==> config.mk <==
export PLATFORM = sky130hd
export DESIGN_NAME = hyperbus_ddr_tx
export DESIGN_NICKNAME = d
export VERILOG_FILES = /design/src/rtl/hyperbus_ddr_tx.sv
export SDC_FILE = /design/constraint.sdc
export NUM_CORES = 1
export LEC_CHECK = 0
export BUFFER_PORTS_ARGS = -buffer_cell sky130_fd_sc_hd__buf_4
export CORE_MARGIN = 1
export CORE_UTILIZATION = 45
export CTS_BUF_LIST = sky130_fd_sc_hd__clkbuf_4
export CTS_CLUSTER_SIZE = 12
export DETAILED_ROUTE_END_ITERATION = 12
export PLACE_DENSITY = 0.67
export REMOVE_ABC_BUFFERS = 1
export SYNTH_ARGS = -nofsm -noshare
export SYNTH_HDL_FRONTEND = slang
export SYNTH_SLANG_ARGS = --single-unit
==> constraint.sdc <==
create_clock -name clk_i -period 3.7 [get_ports clk_i]
set_input_delay 0.37 -clock clk_i [delete_from_list [all_inputs] [get_ports clk_i]]
set_output_delay 0.37 -clock clk_i [all_outputs]
set_load 0.02 [all_outputs]
==> src/rtl/hyperbus_ddr_tx.sv <==
// HyperBus PHY write-path DDR serializer: 2-entry word FIFO feeding a posedge
// launch register, with the low byte re-timed onto the negedge for DQ/RWDS.
module hyperbus_ddr_tx #(
    parameter int NUM_LANES = 8
) (
    input  logic                   clk_i,
    input  logic                   rst_ni,
    input  logic                   clear_i,
    input  logic [2*NUM_LANES-1:0] tx_data_i,
    input  logic [1:0]             tx_strb_i,
    input  logic                   tx_last_i,
    input  logic                   tx_valid_i,
    output logic                   tx_ready_o,
    output logic [NUM_LANES-1:0]   dq_o,
    output logic                   rwds_o,
    output logic                   dq_oe_o,
    output logic                   busy_o,
    output logic                   done_o,
    output logic                   underrun_o,
    output logic [15:0]            burst_len_o
);
    localparam int W = 2 * NUM_LANES;

    typedef enum logic {
        IDLE,
        ACTIVE
    } state_e;

    state_e state;

    logic [W-1:0] fifo_data [2];
    logic [1:0]   fifo_strb [2];
    logic [1:0]   fifo_last;
    logic         wr_ptr;
    logic         rd_ptr;
    logic [1:0]   count;
    logic         fifo_empty;
    logic         push;
    logic         pop;

    logic [W-1:0] head_data;
    logic [1:0]   head_strb;
    logic         head_last;

    logic [NUM_LANES-1:0] launch_hi;
    logic [NUM_LANES-1:0] launch_lo;
    logic                 launch_mhi;
    logic                 launch_mlo;
    logic                 launch_last;
    logic                 launch_oe;

    logic [NUM_LANES-1:0] neg_lo;
    logic                 neg_mlo;

    assign fifo_empty = (count == 2'd0);
    assign tx_ready_o = (count < 2'd2) && !clear_i;
    assign push       = tx_valid_i && tx_ready_o;
    // The retiring cycle of a last word never pops, forcing an idle gap between bursts.
    assign pop        = !clear_i && !fifo_empty && (state == IDLE || !launch_last);

    assign head_data = fifo_data[rd_ptr];
    assign head_strb = fifo_strb[rd_ptr];
    assign head_last = fifo_last[rd_ptr];

    always_ff @(posedge clk_i or negedge rst_ni) begin
        if (!rst_ni) begin
            for (int i = 0; i < 2; i++) begin
                fifo_data[i] <= '0;
                fifo_strb[i] <= '0;
            end
            fifo_last <= '0;
            wr_ptr    <= 1'b0;
            rd_ptr    <= 1'b0;
            count     <= 2'd0;
        end else if (clear_i) begin
            wr_ptr <= 1'b0;
            rd_ptr <= 1'b0;
            count  <= 2'd0;
        end else begin
            if (push) begin
                fifo_data[wr_ptr] <= tx_data_i;
                fifo_strb[wr_ptr] <= tx_strb_i;
                fifo_last[wr_ptr] <= tx_last_i;
                wr_ptr            <= ~wr_ptr;
            end
            if (pop) begin
                rd_ptr <= ~rd_ptr;
            end
            count <= count + {1'b0, push} - {1'b0, pop};
        end
    end

    always_ff @(posedge clk_i or negedge rst_ni) begin
        if (!rst_ni) begin
            state       <= IDLE;
            launch_hi   <= '0;
            launch_lo   <= '0;
            launch_mhi  <= 1'b0;
            launch_mlo  <= 1'b0;
            launch_last <= 1'b0;
            launch_oe   <= 1'b0;
            done_o      <= 1'b0;
            underrun_o  <= 1'b0;
            burst_len_o <= '0;
        end else if (clear_i) begin
            state       <= IDLE;
            launch_hi   <= '0;
            launch_lo   <= '0;
            launch_mhi  <= 1'b0;
            launch_mlo  <= 1'b0;
            launch_last <= 1'b0;
            launch_oe   <= 1'b0;
            done_o      <= 1'b0;
            underrun_o  <= 1'b0;
            burst_len_o <= '0;
        end else begin
            done_o <= 1'b0;
            case (state)
                IDLE: begin
                    if (!fifo_empty) begin
                        launch_hi   <= head_data[W-1:NUM_LANES];
                        launch_lo   <= head_data[NUM_LANES-1:0];
                        launch_mhi  <= ~head_strb[1];
                        launch_mlo  <= ~head_strb[0];
                        launch_last <= head_last;
                        launch_oe   <= 1'b1;
                        burst_len_o <= 16'd1;
                        state       <= ACTIVE;
                    end
                end
                ACTIVE: begin
                    if (launch_last) begin
                        launch_hi   <= '0;
                        launch_lo   <= '0;
                        launch_mhi  <= 1'b0;
                        launch_mlo  <= 1'b0;
                        launch_last <= 1'b0;
                        launch_oe   <= 1'b0;
                        done_o      <= 1'b1;
                        state       <= IDLE;
                    end else if (!fifo_empty) begin
                        launch_hi   <= head_data[W-1:NUM_LANES];
                        launch_lo   <= head_data[NUM_LANES-1:0];
                        launch_mhi  <= ~head_strb[1];
                        launch_mlo  <= ~head_strb[0];
                        launch_last <= head_last;
                        launch_oe   <= 1'b1;
                        if (burst_len_o != 16'hFFFF) begin
                            burst_len_o <= burst_len_o + 16'd1;
                        end
                    end else begin
                        // Starved mid-burst: keep the bus driven with a fully masked filler.
                        launch_hi   <= '0;
                        launch_lo   <= '0;
                        launch_mhi  <= 1'b1;
                        launch_mlo  <= 1'b1;
                        launch_last <= 1'b0;
                        launch_oe   <= 1'b1;
                        underrun_o  <= 1'b1;
                    end
                end
            endcase
        end
    end

    // Low byte and its mask are re-timed so they stay stable for the whole low phase.
    always_ff @(negedge clk_i or negedge rst_ni) begin
        if (!rst_ni) begin
            neg_lo  <= '0;
            neg_mlo <= 1'b0;
        end else begin
            neg_lo  <= launch_lo;
            neg_mlo <= launch_mlo;
        end
    end

    assign dq_o    = clk_i ? launch_hi : neg_lo;
    assign rwds_o  = clk_i ? launch_mhi : neg_mlo;
    assign dq_oe_o = launch_oe;
    assign busy_o  = (state == ACTIVE);

endmodule

==> run_results.csv, run 1 <==
group,metric,value,unit
power_and_ir_drop,vdd_ir_drop_max,0.3713,mV
clock_tree,cts_tree,"done",
sta,hold_slack,52.09,ps
synth,yosys_warnings,0,
placement,routabilityCongestion,0.7438,
synth,ys_seq_area_frac,0.5793,
clock_tree,cts_resized,0,
detailed_routing,drc,0,
critical_path,max_stage_delay,350,ps
die,initial_core_util,0.4684,
critical_path,cp_max_fo,1,
run,maxCapViolations,0,
layout,areaGrowthSynthToFinish,17.12,%
critical_path,cp_cell_sequence,"mux2_2 > buf_4",
power_and_ir_drop,power,3.225,mW
critical_path,endpoint,"dq_o[0]",
global_route,grt_start_max_net_pins,52,
detailed_routing,routed_wl,7383,um
sta,rsz0062_at_grt,"no",
global_route,antenna_found_initial,0,
critical_path,crit_family,"flip-flops",
die,die_area,0.009015,mm2
synth,netlist_area,0.003887,mm2
layout,antenna_cells,0,
die,core_area,0.008299,mm2
sta,finalHoldViolations,0,
placement,dp_slack,771.2,ps
synth,synth_cells,319,
synth,synthTopCellsByArea,"dfrtp_1 52%, mux2_2 11%, dfrtn_1 5.8%, mux2i_1 4.9%, o21ai_0 3.2%",
die,ios,53,
die,std_cell_rows,33,
critical_path,worst-setup-path-type,"flip-flop to output pin",
synth,synth.ff_latch_count,90,
clock_tree,clk_pin_slew,150,ps
critical_path,ff2ff_path_depth,0,
detailed_routing,ant_nets,0,
sta,slew_headroom,0.2064,
sta,maxSlewViolCount,0,
layout,drive_gt1_frac,0.3194,
detailed_routing,drtIter0Drc,78,
critical_path,r2r_end,"neg_lo[5]",
critical_path,endpoint_kind,"output pin",
detailed_routing,dr.pass1.iters,4,
critical_path,worstSetupPathDepth,2,
sta,worst_slew_pin_slew,1190,ps
detailed_routing,wl_per_cell,15.16,um
min_path,min_path_cells,2,
global_route,grt_pass1_wl,12520,um
sta,skew,41.41,ps
critical_path,r2r_start,"launch_lo[5]",
placement,io_buffers,52,
detailed_routing,routed-via-count,2589,
global_route,grt_overflow,0,
global_route,grt_util_all_layers,0.1872,
die,die_h,94.95,um
clock_tree,insertion_delay,540,ps
layout,final_core_util,0.5486,
synth,yosys.area.top_type_share,0.5214,
synth,avgSynthCellArea,12.19,um2
critical_path,r2r_setup_slack,1260,ps
critical_path,slowest_stage,"dfrtn_1",
detailed_routing,routed_via_density,5.316,
sta,setup_slack,190.7,ps
sta,finalSetupViolCount,0,
outcome,outcome,"finished, final reports clean",
power_and_ir_drop,p_per_area,708.2,mW/mm2
min_path,hold_class,"input port to flip-flop",
layout,finalNetCount,402,
placement,dp_hpwl,4751,um
power_and_ir_drop,p_leak,2.085,nW
synth,netlist-cell-type-count,40,
sta,setup_tns,0,ps
synth,synth_top_area_cell,"dfrtp_1",
critical_path,crit_buf_inv,1,
critical_path,arrival,3140,ps
die,dieWidth,94.95,um
global_route,first_global_vias,2702,
critical_path,startpoint,"neg_lo[0]",
critical_path,required,3330,ps
critical_path,startpoint_type,"flip-flop",
stage by stage:
| stage | std cells | cell area, um2 |
|---|---|---|
| 2_1_floorplan | 302 | 3806 |
| 3_3_place_gp | 462 | 4357 |
| 3_5_place_dp | 462 | 4357 |
| 4_1_cts | 484 | 4523 |
| 5_1_grt | 487 | 4553 |
| 6_report | 487 | 4553 |
cells in the final DEF (no fill, tap or decap), types with 2 or more instances in the layout:
master         synthesis  layout
a21oi_1               10      10
a31oi_1                3       3
and2_1                 2       2
and3_1                 7       7
buf_4                  1      55
clkbuf_4               0      13
clkinvlp_4             0       2
dfrtn_1                9       9
dfrtp_1               81      81
dlygate4sd3_1          0       4
ha_1                   3       3
inv_1                  4       4
mux2_1                 9       9
mux2_2                38      38
mux2i_1               19      19
nand2_1               32      32
nand2b_1               3       3
nand3_1                3       3
nand3_2                2       2
nor2_1                11      11
nor2b_1                4       4
o21ai_0               25      25
o21ai_1                8       8
o31ai_1               11      11
xnor2_1                3       3
sequential cells by signal, indices dropped and copies added, names as in the netlist:
register     cells
burst_len_o     16
busy_o           1
count            2
done_o           1
dq_oe_o          1
fifo_data       32
fifo_last        2
fifo_strb        4
launch_hi        8
launch_last      1
launch_lo        8
launch_mhi       1
launch_mlo       1
neg_lo           8
neg_mlo          1
rd_ptr           1
underrun_o       1
wr_ptr           1
layout make-up:
class	count	area (um2)
Multi-Input combinational cell	208	1545
Tap cell	105	131.4
Fill cell	748	3746
Clock buffer	22	165.2
Timing Repair Buffer	50	385.4
Clock inverter	8	58.81
Inverter	4	15.01
Sequential cell	90	2252
kinds of logic after synthesis:
| family | synth area share |
|---|---|
| flip-flops | 0.5793 |
| AND/OR/NAND/NOR | 0.09077 |
| multiplexers | 0.1851 |
| AO/OA/AOI/OAI | 0.1014 |
| buffers and inverters | 0.02478 |
| XOR/XNOR | 0.009014 |
| adder cells (fa/ha/maj) | 0.009657 |
synthesized netlist by cell type (all sizes together):
cell type  count
a211oi         1
a21o           1
a21oi         10
a2bb2oi        1
a31o           1
a31oi          3
a41oi          1
and2           2
and3           7
and4           1
buf            7
clkbuf        10
dfrtn          9
dfrtp         81
ha             3
inv            4
mux2          47
mux2i         19
nand2         32
nand2b         3
nand3          5
nand4          1
nor2          12
nor2b          4
nor3b          1
nor4           1
o21ai         33
o31ai         12
o41ai          1
or2            2
xnor2          3
xor2           1
where the power goes:
part	switching [mW]	internal, mW	leakage, nW	total, mW
registers	0.234	1.34	1.16	1.58
clock network	0.517	0.331	0.180	0.849
logic	0.385	0.413	0.747	0.797
total	1.14	2.09	2.08	3.22
per-layer routing:
layer	GRT usage	part of all wire	vias up
met5	0	0	-
met4	0.09596	0.016	0
met3	0.08937	0.054	15
met2	0.2890	0.49	64
met1	0.2163	0.44	1261
li1	-	-	1249
worst min path at each step:
stage / start / end / slack, ps
2_1_floorplan: rst_ni / burst_len_o[0] / 70
3_3_place_gp: rst_ni / launch_hi[1] / 420
3_5_place_dp: rst_ni / launch_lo[1] / 430
4_1_cts: tx_data_i[11] / fifo_data[11] / 10
5_1_grt: tx_data_i[8] / fifo_data[8] / 0.3
6_report: tx_data_i[5] / fifo_data[21] / 50
timing repair:
action                                 in CTS  in global routing
setup buffers                               0                  0
hold buffers                                1                  3
endpoints found under the hold margin      40                  3
Power figures use the tool's default switching activity.
==> run 2, diff against run 1 <==
--- a/config.mk
+++ b/config.mk
@@ -5,6 +5,7 @@
 export SDC_FILE = /design/constraint.sdc
 export NUM_CORES = 1
 export LEC_CHECK = 0
+export ABC_AREA = 1
 export BUFFER_PORTS_ARGS = -buffer_cell sky130_fd_sc_hd__buf_4
 export CORE_MARGIN = 1
 export CORE_UTILIZATION = 45
==> run_results.csv, run 2 <==
group,metric,value,unit
critical_path,startpoint_type,"flip-flop",
die,die_area,0.009318,mm2
placement,routabilityCongestion,0.8221,
layout,top_regs,"fifo_data x32, burst_len_o x16",
synth,yosys.area.top_type_share,0.5040,
critical_path,cp_max_fo,1,
layout,seq_area,0.002252,mm2
detailed_routing,drtIter0Drc,134,
sta,finalSetupViolCount,0,
min_path,hp-start,"clear_i",
sta,finalHoldViolations,0,
critical_path,required,3330,ps
clock_tree,clk_pin_slew,140,ps
layout,registers.top_by_ff_count,"fifo_data",
synth,synth_common_cells,"99 x nand2_1, 81 x dfrtp_1, 52 x o21ai_0, 51 x nor2_1, 45 x inv_1",
synth,netlist-cell-type-count,34,
min_path,min_path_cells,2,
critical_path,crit_buf_inv,1,
placement,io_buffers,52,
sta,skew,37.27,ps
critical_path,max_stage_delay,410,ps
critical_path,r2r_end,"neg_lo[4]",
min_path,worst_hold_path.endpoint,"count[0]",
synth,synth_top_area_cell,"dfrtp_1",
die,initial_core_util,0.4634,
detailed_routing,routed_via_density,4.943,
die,dieWidth,96.53,um
layout,antenna_cells,0,
power_and_ir_drop,p_per_area,768.9,mW/mm2
sta,slew_headroom,0.5988,
critical_path,cp_cell_sequence,"nor2_1 > a21oi_1 > buf_4",
sta,setup_tns,0,ps
detailed_routing,ant_nets,0,
layout,fillers,820,
critical_path,ff2ff_path_depth,0,
global_route,grt_start_max_net_pins,49,
die,core_area,0.008678,mm2
detailed_routing,routed-via-count,3114,
synth,avgSynthCellArea,8.917,um2
layout,areaGrowthSynthToFinish,18.05,%
critical_path,r2r_start,"launch_lo[4]",
power_and_ir_drop,vdd_ir_drop_max,0.4026,mV
die,ios,53,
layout,largest_register_ffs,32,
layout,multi_input_area,0.001479,mm2
synth,ys_seq_area_frac,0.5600,
global_route,first_global_vias,3128,
outcome,outcome,"finished, final reports clean",
sta,worst_slew_pin_slew,601.8,ps
layout,drive_gt1_frac,0.1897,
clock_tree,cts_resized,0,
synth,ys.flop_type,"dfrtp_1",
sta,maxSlewViolCount,0,
critical_path,worst-setup-path-type,"flip-flop to output pin",
power_and_ir_drop,p_leak,2.314,nW
layout,final_cell_mix,"99 x nand2_1, 81 x dfrtp_1, 58 x buf_4, 52 x o21ai_0, 51 x nor2_1",
clock_tree,holdBufCountCts,1,
sta,hold_slack,56.66,ps
synth,synthTopCellsByArea,"dfrtp_1 50%, nand2_1 9.2%, o21ai_0 6.5%, dfrtn_1 5.6%, nor2_1 4.8%",
synth,postSynth.asyncResetShare,1.000,
die,die_h,96.53,um
global_route,grt_util_all_layers,0.1984,
critical_path,crit_family,"flip-flops",
layout,layout_commonest_cell,"nand2_1",
detailed_routing,dr.pass1.iters,4,
global_route,antenna_found_initial,0,
clock_tree,post-cts-setup-buffers,0,
placement,dp_hpwl,5369,um
clock_tree,insertion_delay,540,ps
critical_path,slowest_stage,"dfrtn_1",
min_path,hold_class,"input port to flip-flop",
critical_path,endpoint_kind,"output pin",
global_route,grt_overflow,0,
synth,synth.ff_latch_count,90,
global_route,grt_pass1_wl,13830,um
synth,synth_edf_count,0,
clock_tree,cts_tree,"done",
synth,yosysMostFrequentCell,"nand2_1",
synth,yosys_warnings,0,
layout,finalNetCount,539,
synth,synth_cells,451,
sta,rsz0062_at_grt,"no",
synth,netlist_area,0.004021,mm2
die,std_cell_rows,34,
critical_path,arrival,3150,ps
detailed_routing,routed_wl,8130,um
critical_path,r2r_setup_slack,1260,ps
run,maxCapViolations,0,
detailed_routing,drc,0,
detailed_routing,wl_per_cell,12.90,um
==> run 2: cell count changes after synthesis, sizes merged, moves of 7 or more <==
cell,previous run,this run
o32ai,0,8
nor2,12,56
mux2i,19,9
mux2,47,0
o31ai,12,0
o21ai,33,63
and3,7,0
nand3,5,24
inv,4,47
nand2,32,104
==> run 2: report_power, final <==
part | switching (mW) | internal [mW]
Sequential | 0.176 | 1.31
Clock | 0.702 | 0.621
Combinational | 0.517 | 0.321
Total | 1.39 | 2.26
==> run 2: final cells by class <==
cell class | count | area share
clock inverters | 8 | 0.02056
repair buffers | 50 | 0.07960
well taps | 108 | 0.02847
flip-flops and latches | 90 | 0.4744
multi-input cells | 296 | 0.3115
inverters | 48 | 0.03795
clock buffers | 30 | 0.04744
==> run 2: worst max-delay path by stage <==
| stage | startpoint | slack [ps] | cells after the start | endpoint |
|---|---|---|---|---|
| after global placement | neg_lo[6] | 830 | 3 | dq_o[6] |
| after CTS | neg_lo[5] | 120 | 3 | dq_o[5] |
| after global routing | neg_lo[7] | 60 | 3 | dq_o[7] |
| final | neg_lo[5] | 180 | 3 | dq_o[5] |
| after floorplan | neg_lo[6] | 740 | 2 | dq_o[6] |
| after detailed placement | neg_lo[6] | 820 | 3 | dq_o[6] |
==> run 2: per-layer routing <==
| metal | part of all wire | GRT usage | up-vias |
|---|---|---|---|
| met5 | 0 | 0 | - |
| met2 | 0.47 | 0.3087 | 71 |
| li1 | - | - | 1580 |
| met3 | 0.049 | 0.06260 | 15 |
| met4 | 0.023 | 0.1336 | 0 |
| met1 | 0.46 | 0.2350 | 1448 |
==> run 2: through the flow <==
step	cells	util	setup slack, ps	power, mW	instance area, um2
3_3_place_gp	600	0.5164	832.4	2.759	4482
4_1_cts	630	0.5470	119.7	3.714	4747
2_1_floorplan	434	-	735.5	2.320	3911
6_report	630	0.5470	182.2	3.650	4747
3_5_place_dp	600	0.5164	821.8	2.795	4482
5_1_grt	630	0.5470	55.82	3.941	4747
==> run 2: kinds of logic after synthesis <==
logic type / count (synthesis) / synth area share
AND/OR/NAND/NOR: 190 / 0.1998
flip-flops: 90 / 0.5600
AO/OA/AOI/OAI: 85 / 0.1167
buffers and inverters: 65 / 0.07218
XOR/XNOR: 9 / 0.01960
multiplexers: 9 / 0.02240
adder cells (fa/ha/maj): 3 / 0.009335
==> run 3, diff against run 2 <==
--- a/config.mk
+++ b/config.mk
@@ -7,12 +7,14 @@
 export LEC_CHECK = 0
 export ABC_AREA = 1
 export BUFFER_PORTS_ARGS = -buffer_cell sky130_fd_sc_hd__buf_4
+export CELL_PAD_IN_SITES_DETAIL_PLACEMENT = 0
+export CELL_PAD_IN_SITES_GLOBAL_PLACEMENT = 2
 export CORE_MARGIN = 1
-export CORE_UTILIZATION = 45
+export CORE_UTILIZATION = 39
 export CTS_BUF_LIST = sky130_fd_sc_hd__clkbuf_4
 export CTS_CLUSTER_SIZE = 12
 export DETAILED_ROUTE_END_ITERATION = 12
-export PLACE_DENSITY = 0.67
+export PLACE_DENSITY = 0.89
 export REMOVE_ABC_BUFFERS = 1
 export SYNTH_ARGS = -nofsm -noshare
 export SYNTH_HDL_FRONTEND = slang
==> run_results.csv, run 3 (same netlist as run 2, synthesis figures left out) <==
group,metric,value,unit
detailed_routing,routed_wl,8790,um
critical_path,cp_max_fo,1,
placement,io_buffers,52,
detailed_routing,drt-met1-wl,4427,um
clock_tree,cts_tree,"done",
global_route,grt_start_max_net_pins,40,
layout,top_regs,"fifo_data x32, burst_len_o x16",
run,maxCapViolations,0,
die,ios,53,
clock_tree,post-cts-setup-buffers,0,
power_and_ir_drop,p_per_area,764.6,mW/mm2
layout,largest_register_ffs,32,
clock_tree,clk_pin_slew,160,ps
die,core_area,0.009864,mm2
sta,maxSlewViolCount,0,
layout,registers.top_by_ff_count,"fifo_data",
sta,setup_slack,165.3,ps
layout,areaGrowthSynthToFinish,18.76,%
sta,worst_slew_pin_slew,496.2,ps
detailed_routing,dr_wl_met3,466,um
die,die_area,0.01072,mm2
critical_path,slowest_stage,"dfrtn_1",
layout,final_cell_mix,"99 x nand2_1, 81 x dfrtp_1, 58 x buf_4, 52 x o21ai_0, 51 x nor2_1",
layout,seq_area,0.002252,mm2
detailed_routing,drtIter0Drc,96,
critical_path,worst-setup-path-type,"flip-flop to output pin",
placement,dp_hpwl,5833,um
sta,skew,45.46,ps
layout,finalNetCount,539,
detailed_routing,routed-via-count,3167,
layout,layout_commonest_cell,"nand2_1",
critical_path,startpoint_type,"flip-flop",
placement,dp_slack,818.5,ps
global_route,grt_pass1_wl,15260,um
sta,setup_tns,0,ps
placement,routabilityCongestion,0.7825,
detailed_routing,ant_nets,0,
min_path,hold_class,"input port to flip-flop",
critical_path,cp_cell_sequence,"nor2_1 > a21oi_1 > buf_4",
die,initial_core_util,0.4077,
global_route,antenna_found_initial,0,
detailed_routing,wl_per_cell,13.42,um
global_route,grt_util_all_layers,0.1802,
critical_path,max_stage_delay,410,ps
layout,fillers,980,
power_and_ir_drop,vdd_ir_drop_max,0.3328,mV
detailed_routing,top_layer,"met4",
die,dieWidth,103.5,um
outcome,outcome,"finished, final reports clean",
layout,drive_gt1_frac,0.1916,
global_route,first_global_vias,3209,
layout,multi_input_area,0.001479,mm2
detailed_routing,dr.pass1.iters,4,
global_route,grt_overflow,0,
detailed_routing,drc,0,
critical_path,endpoint_kind,"output pin",
die,std_cell_rows,36,
sta,finalHoldViolations,0,
clock_tree,insertion_delay,550,ps
detailed_routing,dr_wl_met2,3718,um
sta,slew_headroom,0.6692,
critical_path,required,3330,ps
critical_path,arrival,3160,ps
detailed_routing,routed_via_density,4.835,
sta,finalSetupViolCount,0,
layout,antenna_cells,0,
die,die_h,103.5,um
sta,rsz0062_at_grt,"no",
power_and_ir_drop,p_leak,2.327,nW
run 3: path summary, 6_finish.rpt:
| path | startpoint | depth (start not counted) | slack (ps) | endpoint |
|---|---|---|---|---|
| setup reg to reg | launch_lo[5] | 0 | 1260 | neg_lo[5] |
| setup / recovery | neg_mlo | 3 | 170 | rwds_o |
| max in group asynchronous | rst_ni | 2 | 1250 | neg_mlo |
| min in group asynchronous | rst_ni | 2 | 290 | launch_lo[4] |
| hold / removal | clear_i | 2 | 50 | count[0] |
| hold reg to reg | fifo_last[1] | 2 | 500 | fifo_last[1] |
run 3: through the flow:
step	hold WS, ps	std cells	util	instance area (um2)	total power [mW]
2_1_floorplan	74.41	434	-	3911	2.320
3_3_place_gp	369.8	625	0.4575	4513	2.772
3_5_place_dp	379.7	625	0.4575	4513	2.812
4_1_cts	21.72	655	0.4841	4776	3.730
5_1_grt	18.14	655	0.4841	4776	3.956
6_report	52.39	655	0.4841	4776	3.652
run 3: critical path, delay by kind of cell, from the launching register on:
kind                   cells  cell delay, ps
DFF                        1             410
AOI/OAI and AO/OA          1             180
buffers and inverters      1             180
and+or+nand+nor            1              40
run 3: area by class of cell:
cell class	instances	share of cell area
Inverter	48	0.03773
Tap cell	133	0.03484
Timing Repair Buffer	50	0.07912
Sequential cell	90	0.4716
Clock buffer	29	0.04559
Clock inverter	9	0.02148
Multi-Input combinational cell	296	0.3097
run 3: report_power, final:
group | total [mW] | switching, mW | internal (mW)
combinational | 0.846 | 0.525 | 0.320
clock | 1.31 | 0.745 | 0.565
sequential | 1.50 | 0.183 | 1.31
run 3: timing repair:
action / in CTS / in global routing
endpoints found under the hold margin: 28 / 0
hold buffers: 1 / 0
gates resized for setup: 0 / 0
run 3: layer usage:
metal,up-vias,global-route usage
li1,1595,-
met1,1476,0.2456
met2,73,0.2478
met3,23,0.06923
met4,0,0.09110
met5,-,0
